## config.mk

```make
export PLATFORM = sky130hd
export DESIGN_NAME = wb_master_bridge_flat
export DESIGN_NICKNAME = d
export VERILOG_FILES = /design/src/rtl/wb_master_bridge_pkg.sv /design/src/rtl/wb_master_bridge_if.sv /design/src/rtl/wb_master_bridge_timeout_cnt.sv /design/src/rtl/wb_master_bridge.sv /design/src/flat_wrapper.sv
export SDC_FILE = /design/constraint.sdc
export NUM_CORES = 1
export LEC_CHECK = 0
export CORE_UTILIZATION = 44
export DETAILED_ROUTE_END_ITERATION = 10
export GPL_ROUTABILITY_DRIVEN = 0
export GPL_TIMING_DRIVEN = 0
export PLACE_DENSITY = 0.82
export SYNTH_ARGS = -nofsm -noshare
export SYNTH_HDL_FRONTEND = slang
export SYNTH_SLANG_ARGS = --single-unit
```

## constraint.sdc

```tcl
create_clock -name clk -period 3.64 [get_ports clk]
set_input_delay 0.91 -clock clk [delete_from_list [all_inputs] [get_ports clk]]
set_output_delay 0.91 -clock clk [all_outputs]
set_load 0.01 [all_outputs]
```

## src/rtl/wb_master_bridge_pkg.sv

```systemverilog
// Shared definitions for the Wishbone classic initiator bridge:
// state encoding, bus data width and timeout defaults.
package wb_master_bridge_pkg;

  typedef enum logic [1:0] {
    IDLE = 2'd0,
    BUS  = 2'd1,
    RESP = 2'd2
  } state_e;

  localparam int unsigned WB_DW           = 8;
  localparam int unsigned DEFAULT_TIMEOUT = 16;

  // Bits needed to count 0..limit-1, never less than one.
  function automatic int unsigned cnt_width(input int unsigned limit);
    return (limit > 32'd1) ? $clog2(limit) : 32'd1;
  endfunction

endpackage

```

## src/rtl/wb_master_bridge_if.sv

```systemverilog
// CPU request side and Wishbone side of the bridge; the master modport is the
// bridge's view, the slave modport is the view of the core plus the responder.
interface wb_master_bridge_if
  import wb_master_bridge_pkg::*;
#(
  parameter int unsigned ADDR_WIDTH = 24
);

  logic                  CPU_REQ;
  logic                  CPU_WE;
  logic [ADDR_WIDTH-1:0] CPU_ADDR;
  logic [WB_DW-1:0]      CPU_WDAT;
  logic                  CPU_RDY;
  logic                  CPU_DONE;
  logic                  CPU_ERR;
  logic [WB_DW-1:0]      CPU_RDAT;

  logic [ADDR_WIDTH-1:0] WB_ADRo;
  logic [WB_DW-1:0]      WB_DATo;
  logic [WB_DW-1:0]      WB_DATi;
  logic                  WB_WEo;
  logic                  WB_CYCo;
  logic                  WB_STBo;
  logic                  WB_ACKi;

  modport master (
    input  CPU_REQ, CPU_WE, CPU_ADDR, CPU_WDAT, WB_DATi, WB_ACKi,
    output CPU_RDY, CPU_DONE, CPU_ERR, CPU_RDAT,
           WB_ADRo, WB_DATo, WB_WEo, WB_CYCo, WB_STBo
  );

  modport slave (
    output CPU_REQ, CPU_WE, CPU_ADDR, CPU_WDAT, WB_DATi, WB_ACKi,
    input  CPU_RDY, CPU_DONE, CPU_ERR, CPU_RDAT,
           WB_ADRo, WB_DATo, WB_WEo, WB_CYCo, WB_STBo
  );

endinterface

```

## src/rtl/wb_master_bridge_timeout_cnt.sv

```systemverilog
// Saturating up-counter with clear/enable; expire is high while the count sits
// at LIMIT-1. Shared by bus masters that must abandon unanswered cycles.
module wb_timeout_cnt #(
  parameter int unsigned LIMIT = 16,
  parameter int unsigned CNT_W = 4
) (
  input  logic clk,
  input  logic rst,
  input  logic clr,
  input  logic en,
  output logic expire
);

  localparam logic [CNT_W-1:0] TERMINAL = CNT_W'(LIMIT - 32'd1);

  logic [CNT_W-1:0] cnt_r;

  // Count register: clear wins over enable, holds once terminal is reached.
  always_ff @(posedge clk or negedge rst) begin
    if (!rst) begin
      cnt_r <= {CNT_W{1'b0}};
    end else if (clr) begin
      cnt_r <= {CNT_W{1'b0}};
    end else if (en && (cnt_r != TERMINAL)) begin
      cnt_r <= cnt_r + CNT_W'(1);
    end else begin
      cnt_r <= cnt_r;
    end
  end

  assign expire = (cnt_r == TERMINAL);

endmodule

```

## src/rtl/wb_master_bridge.sv

```systemverilog
// Wishbone classic initiator: one CPU load/store becomes one 8-bit bus cycle,
// ended by ACK or by timeout, followed by a one-cycle DONE/ERR response.
module wb_master_bridge
  import wb_master_bridge_pkg::*;
#(
  parameter int unsigned ADDR_WIDTH = 24,
  parameter int unsigned TIMEOUT    = DEFAULT_TIMEOUT
) (
  input  logic               clk,
  input  logic               rst,
  wb_master_bridge_if.master bus
);

  localparam int unsigned CNT_W = cnt_width(TIMEOUT);

  state_e                state_r, state_s;
  logic                  rdy_r, rdy_s;
  logic                  done_r, done_s;
  logic                  err_r, err_s;
  logic                  cyc_r, cyc_s;
  logic                  we_r, we_s;
  logic [ADDR_WIDTH-1:0] adr_r, adr_s;
  logic [WB_DW-1:0]      dat_r, dat_s;
  logic [WB_DW-1:0]      rdat_r, rdat_s;
  logic                  accept_s, ack_s, expire_s, cnt_en_s;

  // ACK only counts while a cycle is on the bus, so always-ACK responders are safe.
  assign accept_s = (state_r == IDLE) && bus.CPU_REQ;
  assign ack_s    = (state_r == BUS) && bus.WB_ACKi;
  assign cnt_en_s = (state_r == BUS) && !bus.WB_ACKi;

  wb_timeout_cnt #(
    .LIMIT (TIMEOUT),
    .CNT_W (CNT_W)
  ) u_timeout (
    .clk    (clk),
    .rst    (rst),
    .clr    (accept_s),
    .en     (cnt_en_s),
    .expire (expire_s)
  );

  // State register.
  always_ff @(posedge clk or negedge rst) begin
    if (!rst) begin
      state_r <= IDLE;
    end else begin
      state_r <= state_s;
    end
  end

  // Next-state logic; ACK takes priority over an expiring counter.
  always_comb begin
    state_s = state_r;
    case (state_r)
      IDLE: begin
        if (bus.CPU_REQ) state_s = BUS;
        else             state_s = IDLE;
      end
      BUS: begin
        if (bus.WB_ACKi || expire_s) state_s = RESP;
        else                         state_s = BUS;
      end
      RESP:    state_s = IDLE;
      default: state_s = IDLE;
    endcase
  end

  // Next values of the registered outputs.
  always_comb begin
    rdy_s  = (state_s == IDLE);
    done_s = ack_s;
    err_s  = (state_r == BUS) && !bus.WB_ACKi && expire_s;
    cyc_s  = (state_s == BUS);
    if (accept_s) begin
      adr_s = bus.CPU_ADDR;
      dat_s = bus.CPU_WDAT;
      we_s  = bus.CPU_WE;
    end else begin
      adr_s = adr_r;
      dat_s = dat_r;
      we_s  = we_r && (state_s == BUS);
    end
    if (ack_s && !we_r) rdat_s = bus.WB_DATi;
    else                rdat_s = rdat_r;
  end

  // Output registers; reset drops CYC/STB asynchronously mid-cycle.
  always_ff @(posedge clk or negedge rst) begin
    if (!rst) begin
      rdy_r  <= 1'b1;
      done_r <= 1'b0;
      err_r  <= 1'b0;
      cyc_r  <= 1'b0;
      we_r   <= 1'b0;
      adr_r  <= {ADDR_WIDTH{1'b0}};
      dat_r  <= {WB_DW{1'b0}};
      rdat_r <= {WB_DW{1'b0}};
    end else begin
      rdy_r  <= rdy_s;
      done_r <= done_s;
      err_r  <= err_s;
      cyc_r  <= cyc_s;
      we_r   <= we_s;
      adr_r  <= adr_s;
      dat_r  <= dat_s;
      rdat_r <= rdat_s;
    end
  end

  assign bus.CPU_RDY  = rdy_r;
  assign bus.CPU_DONE = done_r;
  assign bus.CPU_ERR  = err_r;
  assign bus.CPU_RDAT = rdat_r;
  assign bus.WB_ADRo  = adr_r;
  assign bus.WB_DATo  = dat_r;
  assign bus.WB_WEo   = we_r;
  assign bus.WB_CYCo  = cyc_r;
  assign bus.WB_STBo  = cyc_r;

endmodule

```

## src/flat_wrapper.sv

```systemverilog
// flat-port wrapper written by rule: the top's interface ports become plain ports
module wb_master_bridge_flat import wb_master_bridge_pkg::*;
#(
  parameter int unsigned ADDR_WIDTH = 24,
  parameter int unsigned TIMEOUT    = DEFAULT_TIMEOUT
)
  (clk, rst, bus_CPU_REQ, bus_CPU_WE, bus_CPU_ADDR, bus_CPU_WDAT, bus_WB_DATi, bus_WB_ACKi, bus_CPU_RDY, bus_CPU_DONE, bus_CPU_ERR, bus_CPU_RDAT, bus_WB_ADRo, bus_WB_DATo, bus_WB_WEo, bus_WB_CYCo, bus_WB_STBo);
  wb_master_bridge_if #(.ADDR_WIDTH(ADDR_WIDTH)) bus_i ();
  input  logic clk;
  input  logic rst;
  input wire logic [$bits(bus_i.CPU_REQ)-1:0] bus_CPU_REQ;
  input wire logic [$bits(bus_i.CPU_WE)-1:0] bus_CPU_WE;
  input wire logic [$bits(bus_i.CPU_ADDR)-1:0] bus_CPU_ADDR;
  input wire logic [$bits(bus_i.CPU_WDAT)-1:0] bus_CPU_WDAT;
  input wire logic [$bits(bus_i.WB_DATi)-1:0] bus_WB_DATi;
  input wire logic [$bits(bus_i.WB_ACKi)-1:0] bus_WB_ACKi;
  output wire logic [$bits(bus_i.CPU_RDY)-1:0] bus_CPU_RDY;
  output wire logic [$bits(bus_i.CPU_DONE)-1:0] bus_CPU_DONE;
  output wire logic [$bits(bus_i.CPU_ERR)-1:0] bus_CPU_ERR;
  output wire logic [$bits(bus_i.CPU_RDAT)-1:0] bus_CPU_RDAT;
  output wire logic [$bits(bus_i.WB_ADRo)-1:0] bus_WB_ADRo;
  output wire logic [$bits(bus_i.WB_DATo)-1:0] bus_WB_DATo;
  output wire logic [$bits(bus_i.WB_WEo)-1:0] bus_WB_WEo;
  output wire logic [$bits(bus_i.WB_CYCo)-1:0] bus_WB_CYCo;
  output wire logic [$bits(bus_i.WB_STBo)-1:0] bus_WB_STBo;
  assign bus_i.CPU_REQ = bus_CPU_REQ;
  assign bus_i.CPU_WE = bus_CPU_WE;
  assign bus_i.CPU_ADDR = bus_CPU_ADDR;
  assign bus_i.CPU_WDAT = bus_CPU_WDAT;
  assign bus_i.WB_DATi = bus_WB_DATi;
  assign bus_i.WB_ACKi = bus_WB_ACKi;
  assign bus_CPU_RDY = bus_i.CPU_RDY;
  assign bus_CPU_DONE = bus_i.CPU_DONE;
  assign bus_CPU_ERR = bus_i.CPU_ERR;
  assign bus_CPU_RDAT = bus_i.CPU_RDAT;
  assign bus_WB_ADRo = bus_i.WB_ADRo;
  assign bus_WB_DATo = bus_i.WB_DATo;
  assign bus_WB_WEo = bus_i.WB_WEo;
  assign bus_WB_CYCo = bus_i.WB_CYCo;
  assign bus_WB_STBo = bus_i.WB_STBo;
  wb_master_bridge #(.ADDR_WIDTH(ADDR_WIDTH), .TIMEOUT(TIMEOUT)) u_core (.clk(clk), .rst(rst), .bus(bus_i));
endmodule
```

==> flow_summary.toml <==
[global_routing]
grt_overflow_total = 0
track_usage = 0.192
antenna_found_initial = 0
grt_pass1_vias = 1660
grt_pass1_wl_um = 7340
grt_max_degree = 27

[synth]
synth_adder_area_share = 0.00624
yosys.area_share.simple = 0.227
synth_cell_types = 26
syn_nets = 238
yosysSeqAreaShare = 0.637
synth_area_per_cell_um2 = 10.4
synth-seq-cells = 51
synth-edff-count = 0
async_reset_ff_frac = 1.00
synth_mux_area_frac = 0.0549
synth_xor_area_frac = 0
synth_ff_type = "dfrtp_1"
ys_warn_count = 0
synth_top_family_by_area = "simple AND/OR/NAND/NOR gates"
syn_inst = 192
syn-cell-area_mm2 = 0.00201
synth-compound-area-share = 0.0368

[place]
pre_cts_ws_ns = 1.18
io_buffer_count = 90
hpwlAfterDp_um = 3150
post-place-cells = 335

[critical_path]
cp.arrival_ns = 1.34
crit_family = "buffers and inverters"
worstPathCellList = "clkdlybuf4s50_1"
slowest_delay_ns = 0.53
cp-end-kind = "primary output"
crit_fanout = 1
required_ns = 2.73
startpoint_type = "flop"
crit_type = "reg -> out"
crit_slowest_cell = "clkdlybuf4s50_1"
crit_buf_inv = 1

[floorplan]
die_w_um = 69.5
die_area_mm2 = 0.00483
start_util = 0.461
coreArea_mm2 = 0.00435
fp.dieH_um = 69.5
num_rows = 24
io_pins = 91

[status]
status = "complete, no violations"

[layout]
stdcell_count = 343
area_growth_pct = 53.0
n_antenna_cell = 0
fill_cells = 337
seq_area_mm2 = 0.00128
final_net_count = 336
fin_util = 0.705
multi_input_area_um2 = 652
drive_above_1_share = 0.0962

[drt]
route.detailed.drc = 0
antenna_left = 0
drt_iter0_drc = 105
vias = 1633
vias_per_cell = 4.76
routedWlPerCell_um = 12.4
firstDrtPassIters = 4
drt_wl_total_um = 4240

[timing]
max_slew_margin = 0.603
tightest_slew_ns = 0.595
final_hold_viol_count = 0
fmax_mhz = 444
setup_tns_ns = 0
finalSetupViolCount = 0
rsz0062_at_grt = "no"
period_share = 0.619
fin_skew_ns = 0.00656
min_period_ns = 2.25
fin_ws_ns = 1.39
whs_ns = 0.476
maxSlewViolCount = 0

[cts]
postCtsSetupBuffers = 0
cts-htree-levels = 2
cts_buffers = 5
cts.repair.resized = 0
root_buffer = "clkbuf_8"
clk_path_buf_depth = 2
cts_tree = "done"
cts_sinks = 51
clk_pin_slew_worst_paths_ns = 0.09
postCtsHoldBufs = 0
clk_latency_ns = 0.29

[power_and_ir_drop]
vdd_drop_max_mv = 0.336
cellPowerDensity_mw_per_mm2 = 690
p_leak_nw = 1.44

[flow_run]
cap_violations = 0

[worst_hold_path]
hold_path_class = "reg -> reg"
routing by layer:
layer / track usage / share of wire / wire, µm
met3: 0.0596 / 0.080 / 341
met5: 0 / 0 / 0
met4: 0.0476 / 0.0052 / 22
met2: 0.323 / 0.49 / 2060
met1: 0.241 / 0.43 / 1810
worst min-delay path, stage by stage, from the launching register on:
cell and delay, ns:
dfrtp_1 0.35, nand2_1 0.05, nand2_1 0.05
worst paths after layout:
path | slack, ns | endpoint | startpoint | cells after the start
min in group asynchronous | 0.61 | u_core.bus.WB_ADRo[5] | rst | 1
min | 0.48 | u_core.bus.WB_DATo[6] | u_core.bus.WB_DATo[6] | 2
max | 1.39 | bus_CPU_RDY | u_core.bus.CPU_RDY | 1
max reg2reg | 2.13 | u_core.bus.WB_ADRo[7] | u_core.state_r[1] | 5
min reg2reg | 0.48 | u_core.bus.WB_DATo[6] | u_core.bus.WB_DATo[6] | 2
max in group asynchronous | 2.48 | u_core.bus.CPU_RDAT[2] | rst | 2
area by class of cell:
| type | count | area share |
|---|---|---|
| inverter | 2 | 0.00245 |
| buffer | 10 | 0.0224 |
| clock inverter | 1 | 0.00163 |
| sequential | 51 | 0.416 |
| tap | 52 | 0.0212 |
| multi-input combinational | 129 | 0.212 |
| timing repair buffer | 91 | 0.299 |
| clock buffer | 7 | 0.0249 |
kinds of logic (layout without fill, tap and decap cells):
logic type / after synthesis / count (layout)
adders and majority gates: 1 / 1
AOI/OAI and AO/OA: 8 / 8
DFF: 51 / 51
muxes: 10 / 10
buffers and inverters: 12 / 111
and+or+nand+nor: 110 / 110
registers in the layout (all words and copies together), names as in the netlist:
| signal | count |
|---|---|
| u_core.state_r | 2 |
| u_core.bus.WB_DATo | 8 |
| u_core.bus.WB_ADRo | 24 |
| u_core.bus.CPU_RDY | 1 |
| u_core.bus.CPU_RDAT | 8 |
| u_core.bus.CPU_ERR | 1 |
| u_core.bus.CPU_DONE | 1 |
| u_core.u_timeout.cnt_r | 4 |
| u_core.bus.WB_WEo | 1 |
| u_core.bus.WB_CYCo | 1 |
stage by stage:
step                area, µm²  total power [mW]
floorplan                2010              1.29
global placement         2970              1.81
detailed placement       2990              1.83
CTS                      3070              2.15
global route             3070              2.26
finish                   3070              2.12
cells in the final DEF (no fill, tap or decap), types with 2 or more instances in the layout:
cell type        netlist  layout
clkbuf_1               4       6
mux2_2                 8       8
o21ai_0                2       2
buf_2                  1       2
mux2i_1                2       2
buf_6                  3       3
inv_1                  2       2
o31ai_1                2       2
o311ai_2               2       2
nand3_1                2       2
clkbuf_8               0       5
dfrtp_1               50      50
clkdlybuf4s50_1        0      89
nor2_1                 2       2
buf_4                  2       2
nand2_1               98      98
Yosys cell counts, types with 2 or more instances:
cell type  number  area [µm²]
dfrtp_1        50        1250
nor2_1          2        7.51
mux2_2          8        90.1
nand3_1         2        10.0
clkbuf_1        4        15.0
buf_6           3        33.8
o21ai_0         2        10.0
o31ai_1         2        15.0
nand2_1        98         368
o311ai_2        2        32.5
mux2i_1         2        20.0
inv_1           2        7.51
buf_4           2        15.0
power by group:
part	switching [mW]	internal (mW)	leakage, nW
registers	0.120	0.787	0.632
clock network	0.168	0.135	0.0422
logic	0.373	0.533	0.769
Note: power is estimated with default switching activity, not from simulation.
